--- config.mk ---
export PLATFORM = sky130hd
export DESIGN_NAME = logic_issue_flat
export DESIGN_NICKNAME = d
export VERILOG_FILES = /design/src/rtl/logic_issue_if.sv /design/src/rtl/logic_issue.sv /design/src/flat_wrapper.sv
export SDC_FILE = /design/constraint.sdc
export NUM_CORES = 1
export LEC_CHECK = 0
export ABC_AREA = 0
export CAP_MARGIN = 10
export CORE_MARGIN = 1.5
export CORE_UTILIZATION = 40
export CTS_BUF_LIST = sky130_fd_sc_hd__clkbuf_2
export DETAILED_ROUTE_END_ITERATION = 6
export PLACE_DENSITY = 0.67
export SLEW_MARGIN = 20
export SYNTH_ARGS = -nofsm -noshare
export SYNTH_HDL_FRONTEND = slang
export SYNTH_SLANG_ARGS = --single-unit
export TNS_END_PERCENT = 1
--- constraint.sdc ---
create_clock -name clk -period 3.3 [get_ports clk]
set_input_delay 0.66 -clock clk [delete_from_list [all_inputs] [get_ports clk]]
set_output_delay 0.66 -clock clk [all_outputs]
set_load 0.02 [all_outputs]
--- src/rtl/logic_issue_if.sv ---
// Command, logic-unit and response bundle for logic_issue.
// The slave side is the issue block; the master side feeds commands and hosts the logic unit.
interface logic_issue_if;
  logic        cmd_valid;
  logic        cmd_ready;
  logic [31:0] cmd_a;
  logic [31:0] cmd_b;
  logic [3:0]  cmd_op;
  logic [3:0]  cmd_tag;

  logic [31:0] logic_a;
  logic [31:0] logic_b;
  logic [3:0]  logic_op;
  logic [31:0] logic_result;

  logic        rsp_valid;
  logic        rsp_ready;
  logic [31:0] rsp_data;
  logic [3:0]  rsp_tag;
  logic        rsp_zero;

  logic [2:0]  fifo_count;
  logic [15:0] done_count;

  modport master (
    output cmd_valid, cmd_a, cmd_b, cmd_op, cmd_tag, logic_result, rsp_ready,
    input  cmd_ready, logic_a, logic_b, logic_op, rsp_valid, rsp_data, rsp_tag, rsp_zero,
    input  fifo_count, done_count
  );

  modport slave (
    input  cmd_valid, cmd_a, cmd_b, cmd_op, cmd_tag, logic_result, rsp_ready,
    output cmd_ready, logic_a, logic_b, logic_op, rsp_valid, rsp_data, rsp_tag, rsp_zero,
    output fifo_count, done_count
  );
endinterface

--- src/rtl/logic_issue.sv ---
// Command FIFO feeding a two-stage issue pipeline around an external combinational logic unit.
// S1 presents registered operands to the unit; S2 captures its result as the response.
module logic_issue #(
  parameter int unsigned DEPTH = 4
) (
  input  logic          clk,
  input  logic          rst_n,
  logic_issue_if.slave  bus
);

  localparam logic [2:0] Full = 3'(DEPTH);

  // FIFO storage; contents need no reset since count gates every read.
  logic [31:0] memA   [DEPTH];
  logic [31:0] memB   [DEPTH];
  logic [3:0]  memOp  [DEPTH];
  logic [3:0]  memTag [DEPTH];

  logic [1:0]  wrPtr_q, rdPtr_q;
  logic [2:0]  count_q, count_d;
  logic        readyEn_q;

  logic        s1Valid_q;
  logic [31:0] logicA_q, logicB_q;
  logic [3:0]  logicOp_q, s1Tag_q;

  logic        rspValid_q;
  logic [31:0] rspData_q;
  logic [3:0]  rspTag_q;
  logic [15:0] doneCount_q;

  logic        cmdReady;
  logic        push, pop;
  logic        fifoEmpty;
  logic        s1Adv, s1Load;
  logic        rspHs;

  // Ready depends only on registered state; readyEn_q keeps it low through reset.
  always_comb begin
    cmdReady  = readyEn_q && (count_q < Full);
    push      = bus.cmd_valid && cmdReady;
    fifoEmpty = (count_q == 3'd0);
    s1Adv     = s1Valid_q && (!rspValid_q || bus.rsp_ready);
    s1Load    = !fifoEmpty && (!s1Valid_q || s1Adv);
    pop       = s1Load;
    rspHs     = rspValid_q && bus.rsp_ready;
  end

  always_comb begin
    count_d = count_q;
    unique case ({push, pop})
      2'b10:   count_d = count_q + 3'd1;
      2'b01:   count_d = count_q - 3'd1;
      default: count_d = count_q;
    endcase
  end

  always_ff @(posedge clk) begin
    if (push) begin
      memA[wrPtr_q]   <= bus.cmd_a;
      memB[wrPtr_q]   <= bus.cmd_b;
      memOp[wrPtr_q]  <= bus.cmd_op;
      memTag[wrPtr_q] <= bus.cmd_tag;
    end
  end

  always_ff @(posedge clk) begin
    if (!rst_n) begin
      wrPtr_q     <= 2'd0;
      rdPtr_q     <= 2'd0;
      count_q     <= 3'd0;
      readyEn_q   <= 1'b0;
      s1Valid_q   <= 1'b0;
      logicA_q    <= 32'd0;
      logicB_q    <= 32'd0;
      logicOp_q   <= 4'd0;
      s1Tag_q     <= 4'd0;
      rspValid_q  <= 1'b0;
      rspData_q   <= 32'd0;
      rspTag_q    <= 4'd0;
      doneCount_q <= 16'd0;
    end else begin
      readyEn_q <= 1'b1;
      count_q   <= count_d;
      if (push) wrPtr_q <= wrPtr_q + 2'd1;
      if (pop)  rdPtr_q <= rdPtr_q + 2'd1;

      // Operands only change on a load so the logic unit sees stable inputs when idle.
      if (s1Load) begin
        s1Valid_q <= 1'b1;
        logicA_q  <= memA[rdPtr_q];
        logicB_q  <= memB[rdPtr_q];
        logicOp_q <= memOp[rdPtr_q];
        s1Tag_q   <= memTag[rdPtr_q];
      end else if (s1Adv) begin
        s1Valid_q <= 1'b0;
      end

      if (s1Adv) begin
        rspValid_q <= 1'b1;
        rspData_q  <= bus.logic_result;
        rspTag_q   <= s1Tag_q;
      end else if (bus.rsp_ready) begin
        rspValid_q <= 1'b0;
      end

      if (rspHs) doneCount_q <= doneCount_q + 16'd1;
    end
  end

  assign bus.cmd_ready  = cmdReady;
  assign bus.logic_a    = logicA_q;
  assign bus.logic_b    = logicB_q;
  assign bus.logic_op   = logicOp_q;
  assign bus.rsp_valid  = rspValid_q;
  assign bus.rsp_data   = rspData_q;
  assign bus.rsp_tag    = rspTag_q;
  assign bus.rsp_zero   = (rspData_q == 32'd0);
  assign bus.fifo_count = count_q;
  assign bus.done_count = doneCount_q;

endmodule

--- src/flat_wrapper.sv ---
// flat-port wrapper written by rule: the top's interface ports become plain ports
module logic_issue_flat 
#(
  parameter int unsigned DEPTH = 4
)
  (clk, rst_n, bus_cmd_valid, bus_cmd_a, bus_cmd_b, bus_cmd_op, bus_cmd_tag, bus_logic_result, bus_rsp_ready, bus_cmd_ready, bus_logic_a, bus_logic_b, bus_logic_op, bus_rsp_valid, bus_rsp_data, bus_rsp_tag, bus_rsp_zero, bus_fifo_count, bus_done_count);
  logic_issue_if bus_i ();
  input  logic clk;
  input  logic rst_n;
  input wire logic [$bits(bus_i.cmd_valid)-1:0] bus_cmd_valid;
  input wire logic [$bits(bus_i.cmd_a)-1:0] bus_cmd_a;
  input wire logic [$bits(bus_i.cmd_b)-1:0] bus_cmd_b;
  input wire logic [$bits(bus_i.cmd_op)-1:0] bus_cmd_op;
  input wire logic [$bits(bus_i.cmd_tag)-1:0] bus_cmd_tag;
  input wire logic [$bits(bus_i.logic_result)-1:0] bus_logic_result;
  input wire logic [$bits(bus_i.rsp_ready)-1:0] bus_rsp_ready;
  output wire logic [$bits(bus_i.cmd_ready)-1:0] bus_cmd_ready;
  output wire logic [$bits(bus_i.logic_a)-1:0] bus_logic_a;
  output wire logic [$bits(bus_i.logic_b)-1:0] bus_logic_b;
  output wire logic [$bits(bus_i.logic_op)-1:0] bus_logic_op;
  output wire logic [$bits(bus_i.rsp_valid)-1:0] bus_rsp_valid;
  output wire logic [$bits(bus_i.rsp_data)-1:0] bus_rsp_data;
  output wire logic [$bits(bus_i.rsp_tag)-1:0] bus_rsp_tag;
  output wire logic [$bits(bus_i.rsp_zero)-1:0] bus_rsp_zero;
  output wire logic [$bits(bus_i.fifo_count)-1:0] bus_fifo_count;
  output wire logic [$bits(bus_i.done_count)-1:0] bus_done_count;
  assign bus_i.cmd_valid = bus_cmd_valid;
  assign bus_i.cmd_a = bus_cmd_a;
  assign bus_i.cmd_b = bus_cmd_b;
  assign bus_i.cmd_op = bus_cmd_op;
  assign bus_i.cmd_tag = bus_cmd_tag;
  assign bus_i.logic_result = bus_logic_result;
  assign bus_i.rsp_ready = bus_rsp_ready;
  assign bus_cmd_ready = bus_i.cmd_ready;
  assign bus_logic_a = bus_i.logic_a;
  assign bus_logic_b = bus_i.logic_b;
  assign bus_logic_op = bus_i.logic_op;
  assign bus_rsp_valid = bus_i.rsp_valid;
  assign bus_rsp_data = bus_i.rsp_data;
  assign bus_rsp_tag = bus_i.rsp_tag;
  assign bus_rsp_zero = bus_i.rsp_zero;
  assign bus_fifo_count = bus_i.fifo_count;
  assign bus_done_count = bus_i.done_count;
  logic_issue #(.DEPTH(DEPTH)) u_core (.clk(clk), .rst_n(rst_n), .bus(bus_i));
endmodule
## Yosys cells after proc, flatten, opt, wreduce, memory -nomap -nowiden

Memories as Yosys holds them, arrays and structs flattened. A register that Yosys moved wholly into a read port is not among the register bits.
Cells that the tools add are included.

- Input bits: 108
- Logic and storage cells: 48
- Memory bits (writable): 288
- Memories kept: 4
- Flip-flop bits (word level): 62

- Equality and inequality tests: 2
- Reductions and logical operators: 19
- Magnitude comparators: 1
- $add $sub $neg: 5
- Multiplexer cells: 8

Memories:

| name | words | bits a word | read ports | clocked after Yosys merged registers in | write ports | RTL line | RTL |
|---|---|---|---|---|---|---|---|
| u_core.memA | 4 | 32 | 1 | 1 | 1 | logic_issue.sv:14 | `logic [31:0] memA [DEPTH];` |
| u_core.memB | 4 | 32 | 1 | 1 | 1 | logic_issue.sv:15 | `logic [31:0] memB [DEPTH];` |
| u_core.memOp | 4 | 4 | 1 | 1 | 1 | logic_issue.sv:16 | `logic [3:0] memOp [DEPTH];` |
| u_core.memTag | 4 | 4 | 1 | 1 | 1 | logic_issue.sv:17 | `logic [3:0] memTag [DEPTH];` |

Operator list:

| operator | count |
|---|---|
| zero test 32 bit | 1 |
| adder 16 x 1 -> 16 bit, second input constant | 1 |
| zero test 1 bit | 7 |
| 2-to-1 mux 1 bit | 7 |
| case mux 3 bit (2 select lines) | 1 |
| nonzero test 2 bit | 3 |
| logical AND 1 bit | 5 |
| adder 2 x 1 -> 2 bit, second input constant | 2 |
| adder 3 x 1 -> 3 bit, second input constant | 1 |
| zero test 3 bit | 1 |
| less-than comparator 3 bit, second input constant | 1 |
| subtractor 3 x 1 -> 3 bit, second input constant | 1 |
| equality test 2 x 1 -> 1 bit, second input constant | 1 |
| equality test 2 bit, second input constant | 1 |
| logical OR 1 bit | 2 |

## Logic depth before layout (Yosys ltp)

- Depth in word-level cells: 7
- Mapped depth: 9
- Gate-level depth less buffers: 8

## Least setup slack after synthesis

OpenSTA, ideal clock, no wires.

- Path kind: input to register
- Start point: in bus_cmd_valid
- End point: mem u_core.memA[1][0] (enable)
- Arrival time: 2.752 ns
- Required time: 2.862 ns
- Path slack: 0.110 ns
- Stages on the path: 3
- Setup time: 0.438 ns
- Path through: and3b_1 clkbuf_1 and2_1

- Longest elaborated chain between the ends: 3

Ends and longest elaborated chain:

| what | RTL line | RTL |
|---|---|---|
| start: declaration | flat_wrapper.sv:10 | `input wire logic [$bits(bus_i.cmd_valid)-1:0] bus_cmd_valid;` |
| logical AND 1 bit | logic_issue.sv:41 | `push = bus.cmd_valid && cmdReady;` |
| 2-to-1 mux 1 bit | logic_issue.sv:59 | `if (push) begin` |
| 2-to-1 mux 1 bit (implied by the code) | logic_issue.sv:60 | `memA[wrPtr_q] <= bus.cmd_a;` |
| end: declaration | logic_issue.sv:14 |  |

Every way passes these cells.

## Final worst setup path

- Start point: reg u_core.rspData_q[23], in the netlist u_core.bus.rsp_data[23]
- End point: out bus_rsp_zero

- Longest elaborated chain between the ends: 1

Ends and longest elaborated chain:

| what | RTL line | RTL |
|---|---|---|
| start: declaration | logic_issue.sv:28 | `logic [31:0] rspData_q;` |
| start signal: assignment | logic_issue.sv:101 | `rspData_q <= bus.logic_result;` |
| zero test 32 bit | logic_issue.sv:118 | `assign bus.rsp_zero = (rspData_q == 32'd0);` |
| end: declaration | flat_wrapper.sv:24 | `output wire logic [$bits(bus_i.rsp_zero)-1:0] bus_rsp_zero;` |

Every way passes these cells.

==> results.txt <==
Status -> completed
Root Buffer -> clkbuf_2
DPL Wire Length -> 19700 um
Final nets -> 1411
Placeable Area -> 37700 sq um
RePlAce Congestion -> 0.694
Skew final -> 58.4 ps
Max cap viols -> 0
Int Pwr -> 0.00978 W
Die H -> 199 um
Routed wire length -> 34100 um
Critical path arrival -> 2210 ps
DR top layer -> met4
Crit start category -> flop
CP Max Fanout -> 3
Total track usage -> 17.7%
Clock power frac -> 23.9%
Die Wd -> 199 um
Vias -> 9256
Share of flip-flops with an asynchronous set or reset -> 0%
Cells after Synth -> 990
Port Buf Inserts -> 233
EDFF count, synth -> 288
Mapped Area -> 15300 sq um
Post-synth top flop -> edfxtp_1
Crit path kind -> flop to output port
Initial antenna violation count -> 1
CTS tree -> built
Library cells used by synthesis -> 39
Number of core rows -> 71
Sequential share of power -> 46.7%
Synthesis-stage register bit count -> 422
Vias in the first global route -> 9510
Routed met3 length -> 2360 um
Area of the multi-input gates -> 3730 sq um
Post-synth top area cell -> edfxtp_1
P_leak -> 6.55 nW
H-tree depth -> 3
IO Count -> 234
Grt ovf -> 0
Worst hold path depth -> 3
Register area share after synthesis -> 74.1%
DRC viols -> 0
Syn avg cell area -> 15.4 sq um
Postcts setup bufs -> 0
Post-DP Area -> 18300 sq um
Net Count, Synth -> 1105
Top cells by area, synth -> edfxtp_1 (57%), dfxtp_1 (18%), mux4_2 (11%)
Clock transition at path regs -> 100 ps
Required time of the worst setup path -> 2640 ps
Most frequent cells in the layout -> edfxtp_1 (288), clkdlybuf4s50_1 (232), nand2_1 (222), clkbuf_2 (165), dfxtp_1 (132)
RR Endpoint -> u_core.bus.fifo_count[2]
Fmax -> 348 MHz
Clk sinks -> 422
Worst-Skew Late Latency -> 970 ps
First-pass GRT wire length -> 52400 um
Path depth of the worst reg2reg path -> 8
Commonest non-fill, non-tap cell in the layout -> edfxtp_1
Slew HR -> 33.3%
DRT Pass-1 Iters -> 4
Crit. End Element -> output port
Starting Density -> 40.6%
Wire per inst -> 18.0 um
Vias per cell -> 4.88
Number of synthesis warnings -> 0
Routed wl met2 -> 16800 um
Pwr per Cell Area -> 753 nW/um^2
Seq. cell area -> 11300 sq um
Hold Crit Class -> input port to flop
Layout cells sized above 1 -> 20.4%
Period Utilization, post-route -> 87.0%
# setup viols final -> 0
Setup TNS -> 0 ps
DIE AREA -> 39400 sq um
Reg2Reg Launch Point -> u_core.bus.fifo_count[2]
Post-route cell area -> 19400 sq um
Final max-slew violation count -> 0
Synth top area share -> 56.5%
Switching pwr -> 0.00480 W
Area delta synth->final -> 26.6%
Worst reg2reg setup slack -> 1050 ps
Final Hold Viols -> 0
Hold Startpoint -> bus_logic_result[11]
Gate power share -> 29.4%
Switching share of total power -> 32.9%
Hold Path Sink -> u_core.bus.rsp_data[11]
Final core utilization -> 51.4%
Routed Antenna Nets -> 0
RSZ-0062 raised after global routing -> false
Worst IR Drop VDD -> 0.000477 V
Buffer depth of the longest clock path -> 3
Min Tclk post-route -> 2870 ps
Worst-margin pin slew -> 1000 ps
Initial DRC Count -> 457
M1 WL -> 14200 um
Num CTS Buffers -> 105
Fillers -> 3261
Largest net degree at the start of global routing -> 74
## metal layers
metal	global-route usage (%)	vias up
met2	29.7	278
met5	0	-
li1	-	4360
met1	21.4	4564
met4	7.04	0
met3	5.36	54
## metrics by stage
stage	hold slack (ps)	setup WS, ps	power, W	cells
detailed placement	443	437	0.0113	1700
global route	125	145	0.0155	1896
floorplan	432	110	0.00937	990
global placement	438	437	0.0112	1700
finish	250	429	0.0146	1896
CTS	85.6	230	0.0149	1895
## power groups by stage
stage | registers (W) | clock network, W | logic (W)
floorplan | 0.00729 | 0 | 0.00209
global placement | 0.00692 | 0 | 0.00431
detailed placement | 0.00694 | 0 | 0.00434
CTS | 0.00683 | 0.00366 | 0.00436
global route | 0.00692 | 0.00392 | 0.00465
finish | 0.00681 | 0.00349 | 0.00428
## how the worst max path moves through the flow
stage,start,end,slack [ps],depth (start not counted)
finish,u_core.bus.rsp_data[23],bus_rsp_zero,430,4
global route,u_core.bus.rsp_data[17],bus_rsp_zero,140,4
CTS,u_core.bus.rsp_data[23],bus_rsp_zero,230,4
global placement,bus_rsp_ready,u_core.bus.fifo_count[2],440,9
floorplan,bus_cmd_valid,u_core.memA[1][0],110,3
detailed placement,bus_rsp_ready,u_core.bus.fifo_count[2],440,9
## worst max-delay path, cell delays in order, from the launching register on
cell and delay (ps):
dfxtp_1 340, nor4_1 330, nand4_1 160, nor2_1 110
dlygate4sd2_1 330
## flip-flops by register name, indices dropped and copies added, names as in the netlist, 16 cells and up
name and flops:
u_core.bus.done_count 16, u_core.bus.logic_a 32, u_core.bus.logic_b 32, u_core.bus.rsp_data 32, u_core.memA 128, u_core.memB 128
u_core.memOp 16, u_core.memTag 16
## Yosys cell counts (all sizes together), types with 2 or more instances
| cell type | count |
|---|---|
| a21oi | 117 |
| and2 | 5 |
| and4 | 2 |
| buf | 33 |
| clkbuf | 22 |
| dfxtp | 134 |
| edfxtp | 288 |
| ha | 6 |
| inv | 5 |
| mux4 | 72 |
| nand2 | 223 |
| nand3 | 8 |
| nand4 | 7 |
| nor2 | 20 |
| nor2b | 2 |
| nor4 | 8 |
| o21ai | 6 |
| or3 | 6 |
| or4 | 2 |
| xnor2 | 3 |
| xor2 | 11 |
## timing repair
action / in CTS / in global routing
hold buffers: 0 / 0
gates resized for setup: 3 / 0
setup endpoints to repair: 1 / 0
## logic make-up (layout without fill, tap and decap cells)
logic type | after synthesis | after routing | share of synthesized area, %
xor gates and xnor gates | 14 | 14 | 0.802
adders and majority gates | 7 | 7 | 0.622
buffers and inverters | 61 | 455 | 1.76
DFF | 422 | 422 | 74.1
and+or+nand+nor | 289 | 289 | 7.99
muxes | 73 | 73 | 10.7
AOI/OAI and AO/OA | 124 | 124 | 4.07
other | 0 | 1 | 0
## final cells by class
| type | instances | area share (%) |
|---|---|---|
| Sequential cell | 422 | 58.6 |
| Multi-Input combinational cell | 507 | 19.2 |
| Timing Repair Buffer | 254 | 13.6 |
| Clock buffer | 165 | 4.27 |
| Tap cell | 511 | 3.30 |
| Clock inverter | 30 | 0.918 |
| Inverter | 6 | 0.129 |
| Antenna cell | 1 | 0.0129 |
Power figures use the tool's default switching activity.
